## src/rtl/vnu_ib_wr_fsm_pkg.sv

```systemverilog
`default_nettype none
// ============================================================================
// Package : vnu_ib_wr_pkg
// Purpose : Shared constants for the VNU IB-map write controller: FSM state
//           encodings, busy-status codes, bank write modes and a width helper.
// Ports   : none (package)
// Revision: 1.0 - initial release
// ============================================================================
package vnu_ib_wr_pkg;

  localparam int STATE_W = 2;

  localparam logic [STATE_W-1:0] ST_IDLE      = 2'd0;
  localparam logic [STATE_W-1:0] ST_ROM_FETCH = 2'd1;
  localparam logic [STATE_W-1:0] ST_RAM_LOAD  = 2'd2;
  localparam logic [STATE_W-1:0] ST_FINISH    = 2'd3;

  localparam logic [1:0] BUSY_IDLE = 2'b00;
  localparam logic [1:0] BUSY_LOAD = 2'b01;
  localparam logic [1:0] BUSY_FIN  = 2'b10;

  localparam int WR_MODE_PAR = 0;  // every bank written each cycle
  localparam int WR_MODE_RR  = 1;  // one bank per cycle, round-robin

  // Counter/address width that never collapses to zero bits.
  function automatic int clog2_min1(input int n);
    return (n > 1) ? $clog2(n) : 1;
  endfunction

endpackage
`default_nettype wire

```

## src/rtl/vnu_ib_wr_fsm_if.sv

```systemverilog
`default_nettype none
// ============================================================================
// Interface : vnu_ib_wr_fsm_if
// Purpose   : Control/status bundle between decoding-process control (master)
//             and the IB-map write controller (slave).
// Signals   : iter_rqst, iter_termination (master -> slave);
//             rom_port_fetch, ram_mux_en, ram_write_en, bank_we, ram_waddr,
//             iter_update, v3ib_rom_rst, busy, load_done, load_abort,
//             iter_cnt, state (slave -> master)
// Revision  : 1.0 - initial release
// ============================================================================
interface vnu_ib_wr_fsm_if
  import vnu_ib_wr_pkg::*;
#(
  parameter int LOAD_CYCLE = 64,
  parameter int BANK_NUM   = 2,
  parameter int ITER_W     = 5
);
  localparam int AW = clog2_min1(LOAD_CYCLE);

  logic                iter_rqst;
  logic                iter_termination;
  logic                rom_port_fetch;
  logic                ram_mux_en;
  logic                ram_write_en;
  logic [BANK_NUM-1:0] bank_we;
  logic [AW-1:0]       ram_waddr;
  logic                iter_update;
  logic                v3ib_rom_rst;
  logic [1:0]          busy;
  logic                load_done;
  logic                load_abort;
  logic [ITER_W-1:0]   iter_cnt;
  logic [STATE_W-1:0]  state;

  modport master (
    output iter_rqst, iter_termination,
    input  rom_port_fetch, ram_mux_en, ram_write_en, bank_we, ram_waddr,
           iter_update, v3ib_rom_rst, busy, load_done, load_abort, iter_cnt,
           state
  );

  modport slave (
    input  iter_rqst, iter_termination,
    output rom_port_fetch, ram_mux_en, ram_write_en, bank_we, ram_waddr,
           iter_update, v3ib_rom_rst, busy, load_done, load_abort, iter_cnt,
           state
  );

endinterface
`default_nettype wire

```

## src/rtl/vnu_ib_wr_fsm_addr_gen.sv

```systemverilog
`default_nettype none
// ============================================================================
// Module  : ib_wr_addr_gen
// Purpose : RAM write-address / bank-enable generator. Holds the write
//           counter, a bank-index counter and a row counter, and flags the
//           terminal write of a load.
// Ports   : clk, rst       - clock, synchronous active-high reset
//           clear          - zero all counters (held outside RAM_LOAD)
//           enable         - advance one write this cycle, gates outputs
//           mode           - 0 parallel banks, 1 round-robin banks
//           bank_we        - per-bank write enable
//           ram_waddr      - RAM write address
//           last           - current write is the final one of the load
// Revision: 1.0 - initial release
// ============================================================================
module ib_wr_addr_gen
  import vnu_ib_wr_pkg::*;
#(
  parameter  int LOAD_CYCLE = 64,
  parameter  int BANK_NUM   = 2,
  localparam int AW         = clog2_min1(LOAD_CYCLE)
) (
  input  logic                clk,
  input  logic                rst,
  input  logic                clear,
  input  logic                enable,
  input  logic                mode,
  output logic [BANK_NUM-1:0] bank_we,
  output logic [AW-1:0]       ram_waddr,
  output logic                last
);

  localparam int TOTAL_RR = LOAD_CYCLE * BANK_NUM;
  localparam int CW       = clog2_min1(TOTAL_RR);
  localparam int BW       = clog2_min1(BANK_NUM);

  logic [CW-1:0] cnt_q,  cnt_d;
  logic [BW-1:0] bank_q, bank_d;
  logic [AW-1:0] row_q,  row_d;

  // Bank index and row are tracked explicitly rather than sliced/divided
  // from the write counter so non-power-of-2 bank counts wrap correctly.
  always_comb begin
    cnt_d  = cnt_q;
    bank_d = bank_q;
    row_d  = row_q;
    if (clear) begin
      cnt_d  = '0;
      bank_d = '0;
      row_d  = '0;
    end else if (enable) begin
      cnt_d = cnt_q + CW'(1);
      if (bank_q == BW'(BANK_NUM - 1)) begin
        bank_d = '0;
        row_d  = row_q + AW'(1);
      end else begin
        bank_d = bank_q + BW'(1);
      end
    end
  end

  always_ff @(posedge clk) begin
    if (rst) begin
      cnt_q  <= '0;
      bank_q <= '0;
      row_q  <= '0;
    end else begin
      cnt_q  <= cnt_d;
      bank_q <= bank_d;
      row_q  <= row_d;
    end
  end

  always_comb begin
    last      = mode ? (cnt_q == CW'(TOTAL_RR - 1))
                     : (cnt_q == CW'(LOAD_CYCLE - 1));
    bank_we   = '0;
    ram_waddr = '0;
    if (enable) begin
      if (mode) begin
        for (int b = 0; b < BANK_NUM; b++) begin
          bank_we[b] = (bank_q == BW'(b));
        end
        ram_waddr = row_q;
      end else begin
        bank_we   = '1;
        ram_waddr = cnt_q[AW-1:0];
      end
    end
  end

endmodule
`default_nettype wire

```

## src/rtl/vnu_ib_wr_fsm.sv

```systemverilog
`default_nettype none
// ============================================================================
// Module  : vnu_ib_wr_fsm
// Purpose : VNU IB-map write controller. A rising iteration request walks
//           IDLE -> ROM_FETCH -> RAM_LOAD -> FINISH, fetching from the IB ROM
//           then loading the interleaved RAM banks, with done/abort pulses
//           and a saturating count of completed loads.
// Ports   : write_clk - sole clock
//           rst       - synchronous active-high reset
//           ib        - slave side of vnu_ib_wr_fsm_if (request/termination
//                       in; ROM/RAM controls, status, pulses, counter out)
// Revision: 1.0 - initial release
// ============================================================================
module vnu_ib_wr_fsm
  import vnu_ib_wr_pkg::*;
#(
  parameter int LOAD_CYCLE  = 64,
  parameter int BANK_NUM    = 2,
  parameter int ROM_LATENCY = 1,
  parameter int WR_MODE     = 0,
  parameter int ITER_W      = 5
) (
  input  logic              write_clk,
  input  logic              rst,
  vnu_ib_wr_fsm_if.slave    ib
);

  localparam int LW      = clog2_min1(ROM_LATENCY);
  localparam bit MODE_RR = (WR_MODE == WR_MODE_RR);

  logic [STATE_W-1:0] state_q, state_d;
  logic [LW-1:0]      lat_q, lat_d;
  logic [ITER_W-1:0]  iter_cnt_q, iter_cnt_d;
  logic               rqst_dly_q;
  logic               load_done_q, load_done_d;
  logic               load_abort_q, load_abort_d;

  logic               rqst_edge;
  logic               wr_last;
  logic               in_load;

  assign rqst_edge = ib.iter_rqst & ~rqst_dly_q;
  assign in_load   = (state_q == ST_RAM_LOAD);

  ib_wr_addr_gen #(
    .LOAD_CYCLE (LOAD_CYCLE),
    .BANK_NUM   (BANK_NUM)
  ) u_addr_gen (
    .clk       (write_clk),
    .rst       (rst),
    .clear     (~in_load),
    .enable    (in_load),
    .mode      (MODE_RR),
    .bank_we   (ib.bank_we),
    .ram_waddr (ib.ram_waddr),
    .last      (wr_last)
  );

  // State register and companion flops.
  always_ff @(posedge write_clk) begin
    if (rst) begin
      state_q      <= ST_IDLE;
      lat_q        <= '0;
      iter_cnt_q   <= '0;
      rqst_dly_q   <= 1'b0;
      load_done_q  <= 1'b0;
      load_abort_q <= 1'b0;
    end else begin
      state_q      <= state_d;
      lat_q        <= lat_d;
      iter_cnt_q   <= iter_cnt_d;
      rqst_dly_q   <= ib.iter_rqst;
      load_done_q  <= load_done_d;
      load_abort_q <= load_abort_d;
    end
  end

  // Next-state logic. Termination outranks the terminal write so a load
  // ending on the same cycle as termination reports abort, never done.
  always_comb begin
    state_d      = state_q;
    lat_d        = lat_q;
    iter_cnt_d   = iter_cnt_q;
    load_done_d  = 1'b0;
    load_abort_d = 1'b0;
    case (state_q)
      ST_IDLE: begin
        if (rqst_edge && !ib.iter_termination) begin
          state_d = ST_ROM_FETCH;
          lat_d   = LW'(ROM_LATENCY - 1);
        end
      end
      ST_ROM_FETCH: begin
        if (ib.iter_termination) begin
          state_d      = ST_FINISH;
          load_abort_d = 1'b1;
        end else if (lat_q == '0) begin
          state_d = ST_RAM_LOAD;
        end else begin
          lat_d = lat_q - LW'(1);
        end
      end
      ST_RAM_LOAD: begin
        if (ib.iter_termination) begin
          state_d      = ST_FINISH;
          load_abort_d = 1'b1;
        end else if (wr_last) begin
          state_d     = ST_FINISH;
          load_done_d = 1'b1;
          if (iter_cnt_q != {ITER_W{1'b1}}) begin
            iter_cnt_d = iter_cnt_q + ITER_W'(1);
          end
        end
      end
      ST_FINISH: begin
        if (!ib.iter_rqst) begin
          state_d = ST_IDLE;
        end
      end
      default: state_d = ST_IDLE;
    endcase
    if (ib.iter_termination) begin
      iter_cnt_d = '0;
    end
  end

  // Output decode from the current state.
  always_comb begin
    ib.rom_port_fetch = 1'b0;
    ib.ram_mux_en     = 1'b0;
    ib.iter_update    = 1'b0;
    ib.v3ib_rom_rst   = 1'b0;
    ib.busy           = BUSY_IDLE;
    case (state_q)
      ST_IDLE: begin
        ib.v3ib_rom_rst = 1'b1;
      end
      ST_ROM_FETCH: begin
        ib.rom_port_fetch = 1'b1;
        ib.iter_update    = 1'b1;
        ib.busy           = BUSY_LOAD;
      end
      ST_RAM_LOAD: begin
        ib.rom_port_fetch = 1'b1;
        ib.ram_mux_en     = 1'b1;
        ib.iter_update    = 1'b1;
        ib.busy           = BUSY_LOAD;
      end
      ST_FINISH: begin
        ib.v3ib_rom_rst = 1'b1;
        ib.busy         = BUSY_FIN;
      end
      default: begin
        ib.v3ib_rom_rst = 1'b1;
      end
    endcase
  end

  assign ib.ram_write_en = |ib.bank_we;
  assign ib.load_done    = load_done_q;
  assign ib.load_abort   = load_abort_q;
  assign ib.iter_cnt     = iter_cnt_q;
  assign ib.state        = state_q;

endmodule
`default_nettype wire

```

## src/flat_wrapper.sv

```systemverilog
// flat-port wrapper written by rule: the top's interface ports become plain ports
module vnu_ib_wr_fsm_flat import vnu_ib_wr_pkg::*;
#(
  parameter int LOAD_CYCLE  = 64,
  parameter int BANK_NUM    = 2,
  parameter int ROM_LATENCY = 1,
  parameter int WR_MODE     = 0,
  parameter int ITER_W      = 5
)
  (write_clk, rst, ib_iter_rqst, ib_iter_termination, ib_rom_port_fetch, ib_ram_mux_en, ib_ram_write_en, ib_bank_we, ib_ram_waddr, ib_iter_update, ib_v3ib_rom_rst, ib_busy, ib_load_done, ib_load_abort, ib_iter_cnt, ib_state);
  vnu_ib_wr_fsm_if #(.LOAD_CYCLE(LOAD_CYCLE), .BANK_NUM(BANK_NUM), .ITER_W(ITER_W)) ib_i ();
  input  logic write_clk;
  input  logic rst;
  input wire logic [$bits(ib_i.iter_rqst)-1:0] ib_iter_rqst;
  input wire logic [$bits(ib_i.iter_termination)-1:0] ib_iter_termination;
  output wire logic [$bits(ib_i.rom_port_fetch)-1:0] ib_rom_port_fetch;
  output wire logic [$bits(ib_i.ram_mux_en)-1:0] ib_ram_mux_en;
  output wire logic [$bits(ib_i.ram_write_en)-1:0] ib_ram_write_en;
  output wire logic [$bits(ib_i.bank_we)-1:0] ib_bank_we;
  output wire logic [$bits(ib_i.ram_waddr)-1:0] ib_ram_waddr;
  output wire logic [$bits(ib_i.iter_update)-1:0] ib_iter_update;
  output wire logic [$bits(ib_i.v3ib_rom_rst)-1:0] ib_v3ib_rom_rst;
  output wire logic [$bits(ib_i.busy)-1:0] ib_busy;
  output wire logic [$bits(ib_i.load_done)-1:0] ib_load_done;
  output wire logic [$bits(ib_i.load_abort)-1:0] ib_load_abort;
  output wire logic [$bits(ib_i.iter_cnt)-1:0] ib_iter_cnt;
  output wire logic [$bits(ib_i.state)-1:0] ib_state;
  assign ib_i.iter_rqst = ib_iter_rqst;
  assign ib_i.iter_termination = ib_iter_termination;
  assign ib_rom_port_fetch = ib_i.rom_port_fetch;
  assign ib_ram_mux_en = ib_i.ram_mux_en;
  assign ib_ram_write_en = ib_i.ram_write_en;
  assign ib_bank_we = ib_i.bank_we;
  assign ib_ram_waddr = ib_i.ram_waddr;
  assign ib_iter_update = ib_i.iter_update;
  assign ib_v3ib_rom_rst = ib_i.v3ib_rom_rst;
  assign ib_busy = ib_i.busy;
  assign ib_load_done = ib_i.load_done;
  assign ib_load_abort = ib_i.load_abort;
  assign ib_iter_cnt = ib_i.iter_cnt;
  assign ib_state = ib_i.state;
  vnu_ib_wr_fsm #(.LOAD_CYCLE(LOAD_CYCLE), .BANK_NUM(BANK_NUM), .ROM_LATENCY(ROM_LATENCY), .WR_MODE(WR_MODE), .ITER_W(ITER_W)) u_core (.write_clk(write_clk), .rst(rst), .ib(ib_i));
endmodule
```

## config.mk

```make
export PLATFORM = sky130hd
export DESIGN_NAME = vnu_ib_wr_fsm_flat
export DESIGN_NICKNAME = d
export VERILOG_FILES = /design/src/rtl/vnu_ib_wr_fsm_pkg.sv /design/src/rtl/vnu_ib_wr_fsm_if.sv /design/src/rtl/vnu_ib_wr_fsm_addr_gen.sv /design/src/rtl/vnu_ib_wr_fsm.sv /design/src/flat_wrapper.sv
export SDC_FILE = /design/constraint.sdc
export NUM_CORES = 1
export LEC_CHECK = 0
export ABC_AREA = 1
export BUFFER_PORTS_ARGS = -buffer_cell sky130_fd_sc_hd__buf_2
export CAP_MARGIN = 20
export CORE_MARGIN = 2
export CORE_UTILIZATION = 40
export DETAILED_ROUTE_END_ITERATION = 8
export MAX_ROUTING_LAYER = met4
export PLACE_DENSITY = 0.64
export SLEW_MARGIN = 0
export SYNTH_ARGS = -nofsm -noshare
export SYNTH_HDL_FRONTEND = slang
export SYNTH_SLANG_ARGS = --single-unit
```

## constraint.sdc

```tcl
create_clock -name write_clk -period 1.6 [get_ports write_clk]
set_clock_uncertainty 0.1 [all_clocks]
set_input_delay 0.16 -clock write_clk [delete_from_list [all_inputs] [get_ports write_clk]]
set_output_delay 0.16 -clock write_clk [all_outputs]
set_load 0.05 [all_outputs]
```

==> results_dict.tcl <==
set metrics [dict create \
    cp-end-kind "output port" \
    ys.warnings.count 0 \
    viasPerCell 4.65 \
    final_cell_area_um2 1280 \
    cts_sinks 17 \
    ys_seq_elements 17 \
    cts_buffer_depth 2 \
    die_w_um 53.0 \
    clock_latency_ps 290 \
    syn2layout_area_growth_pct 32.9 \
    wire_per_inst_um 10.5 \
    worstPathArrival_ps 1280 \
    io_pins 28 \
    globalplace.congestion 0.832 \
    die_area_um2 2810 \
    io_buffers 27 \
    leakagePower_nw 0.627 \
    finalNonFillerCells 191 \
    clock-root-buffer "clkbuf_4" \
    rows 17 \
    required_ps 1340 \
    synth_fp_nets 144 \
    rsz0062_at_grt "true" \
    grt_pass1_wl_mm 3.31 \
    hpwl_mm 1.50 \
    grt_use_total_pct 16.7 \
    crit_fanout 5 \
    period_needed_ps 1540 \
    place_area_um2 1150 \
    grt-ovfl-total 0 \
    initial_core_util_pct 43.0 \
    clkSlewWorstSetupHoldPaths_ps 100 \
    antenna_found_initial 0 \
    ant_nets 0 \
    setup_viol 0 \
    fmax_mhz 651 \
    nets 177 \
    syn_inst 131 \
    placedCellCount 181 \
    cap_violations 0 \
    hp-class "in -> reg" \
    first_pass_iters 4 \
    vdd_drop_max_mv 1.59 \
    synthesis.area_um2 961 \
    core_um2 2230 \
    syn_avg_cell_area_um2 7.34 \
    outcome "finished, final reports clean" \
    grt_pass1_vias 797 \
    finalCritPeriodShare_pct 96.1 \
    worst-setup-path-type "reg -> out" \
    startpoint_type "flip-flop" \
    worst_pin_slew_ps 245 \
    h-tree-depth 1 \
    num_vias 889 \
    ys_seq_area_share_pct 35.4 \
    chipHeight_um 53.0 \
    cts_tree "done" \
    power_density_nw_per_um2 1880 \
    diodes 0 \
    final_cell_mix "nand2_1 (22), inv_1 (19), buf_2 (17)" \
    drc_errors 0 \
    fin_hold_ws_ps 54.7 \
    relSlewSlack_pct 83.6 \
    cts_inserted_buffers 3 \
    final_common_cell "nand2_1" \
    hold_viol 0 \
    finalPower_mw 2.41 \
    grt_max_degree 12 \
    drive_gt1_share_pct 33.7 \
    drtIter0Drc 8 \
    report.final.slew_viol_count 0 \
    wl_mm 2.00 \
    synth.distinct_cells 21 \
]
flip-flops by register name, indices dropped and copies added, names as in the netlist:
name and flops:
u_core.ib.iter_cnt 5, u_core.ib.load_done 1, u_core.ib.load_abort 1, u_core.ib.state 2, u_core.rqst_dly_q 1, u_core.u_addr_gen.cnt_q 7
worst max-delay path: stages, from the launching register on:
cell and delay, ps:
dfxtp_4 400, inv_4 50, ha_4 290, clkinvlp_4 90
buf_8 150
final timing paths:
check	from	endpoint	slack [ps]	cells past startpoint
worst max register to register	u_core.ib.iter_cnt[0]$_SDFFE_PP0P_	u_core.ib.iter_cnt[2]$_SDFFE_PP0P_	110	8
worst max-delay path	u_core.ib.state[1]$_SDFFE_PP0P_	ib_v3ib_rom_rst	60	4
worst min-delay path	ib_iter_termination	u_core.ib.load_abort$_SDFF_PP0_	50	3
worst min register to register	u_core.u_addr_gen.cnt_q[0]$_SDFF_PP0_	u_core.u_addr_gen.cnt_q[0]$_SDFF_PP0_	370	1
synthesized netlist by cell type:
| cell type | instances | area [um2] |
|---|---|---|
| nand4_1 | 1 | 6.26 |
| o21ai_0 | 2 | 10.0 |
| dfxtp_1 | 17 | 340 |
| nand3_1 | 9 | 45.0 |
| nor2_4 | 1 | 11.3 |
| inv_2 | 1 | 3.75 |
| nor3_1 | 4 | 20.0 |
| buf_4 | 5 | 37.5 |
| o21bai_1 | 1 | 7.51 |
| nor2_1 | 14 | 52.6 |
| nand3_2 | 1 | 10.0 |
| a21oi_1 | 10 | 50.1 |
| ha_1 | 9 | 113 |
| nor2_2 | 5 | 31.3 |
| xor2_1 | 1 | 8.76 |
| inv_1 | 22 | 82.6 |
| nand3b_1 | 1 | 7.51 |
| xnor2_1 | 1 | 8.76 |
| nand3_4 | 1 | 17.5 |
| o21a_1 | 1 | 7.51 |
| nand2_1 | 24 | 90.1 |
metal layers:
layer | up-vias | GRT usage (%) | share of wire (%)
li1 | 475 | - | -
met1 | 398 | 19.7 | 46
met2 | 14 | 26.7 | 50
met3 | 2 | 4.24 | 3.5
met4 | 0 | 7.69 | 0.90
met5 | - | - | 0
kinds of logic after synthesis:
logic type                 share of synthesized area (%)
AOI/OAI and AO/OA                                   7.81
xor gates and xnor gates                            1.82
adders and majority gates                           11.7
buffers and inverters                               12.9
DFF                                                 35.4
and+or+nand+nor                                     30.3
power by group:
| group | internal [mW] | leakage, nW | total (mW) | switching (mW) |
|---|---|---|---|---|
| Sequential | 0.477 | 0.141 | 0.528 | 0.0507 |
| Clock | 0.0968 | 0.0150 | 0.233 | 0.136 |
| Combinational | 0.517 | 0.471 | 1.65 | 1.13 |
cell type report:
class                   instances  area (um2)
inverters                      23        95.1
clock buffers                   4        26.3
multi-input cells              86         537
fillers                       216         956
flip-flops and latches         17         357
repair buffers                 33         228
well taps                      28        35.0
what timing repair did:
action	in CTS	in global routing
pin swaps	0	1
hold buffers	3	0
resized for setup	3	18
endpoints found under the setup margin	7	15
setup buffers	2	1
hold endpoints to repair	2	0
through the flow:
stage / setup TNS [ps] / worst slack, ps / utilization, %
final: 0 / 63.2 / 57.2
after global routing: -13.8 / -8.90 / 57.2
after CTS: 0 / 11.3 / 55.2
after detailed placement: 0 / 57.5 / 51.7
after global placement: 0 / 97.0 / 51.7
after floorplan: -77.6 / -53.0 / -
No activity file was read; power rests on OpenSTA's default activity.
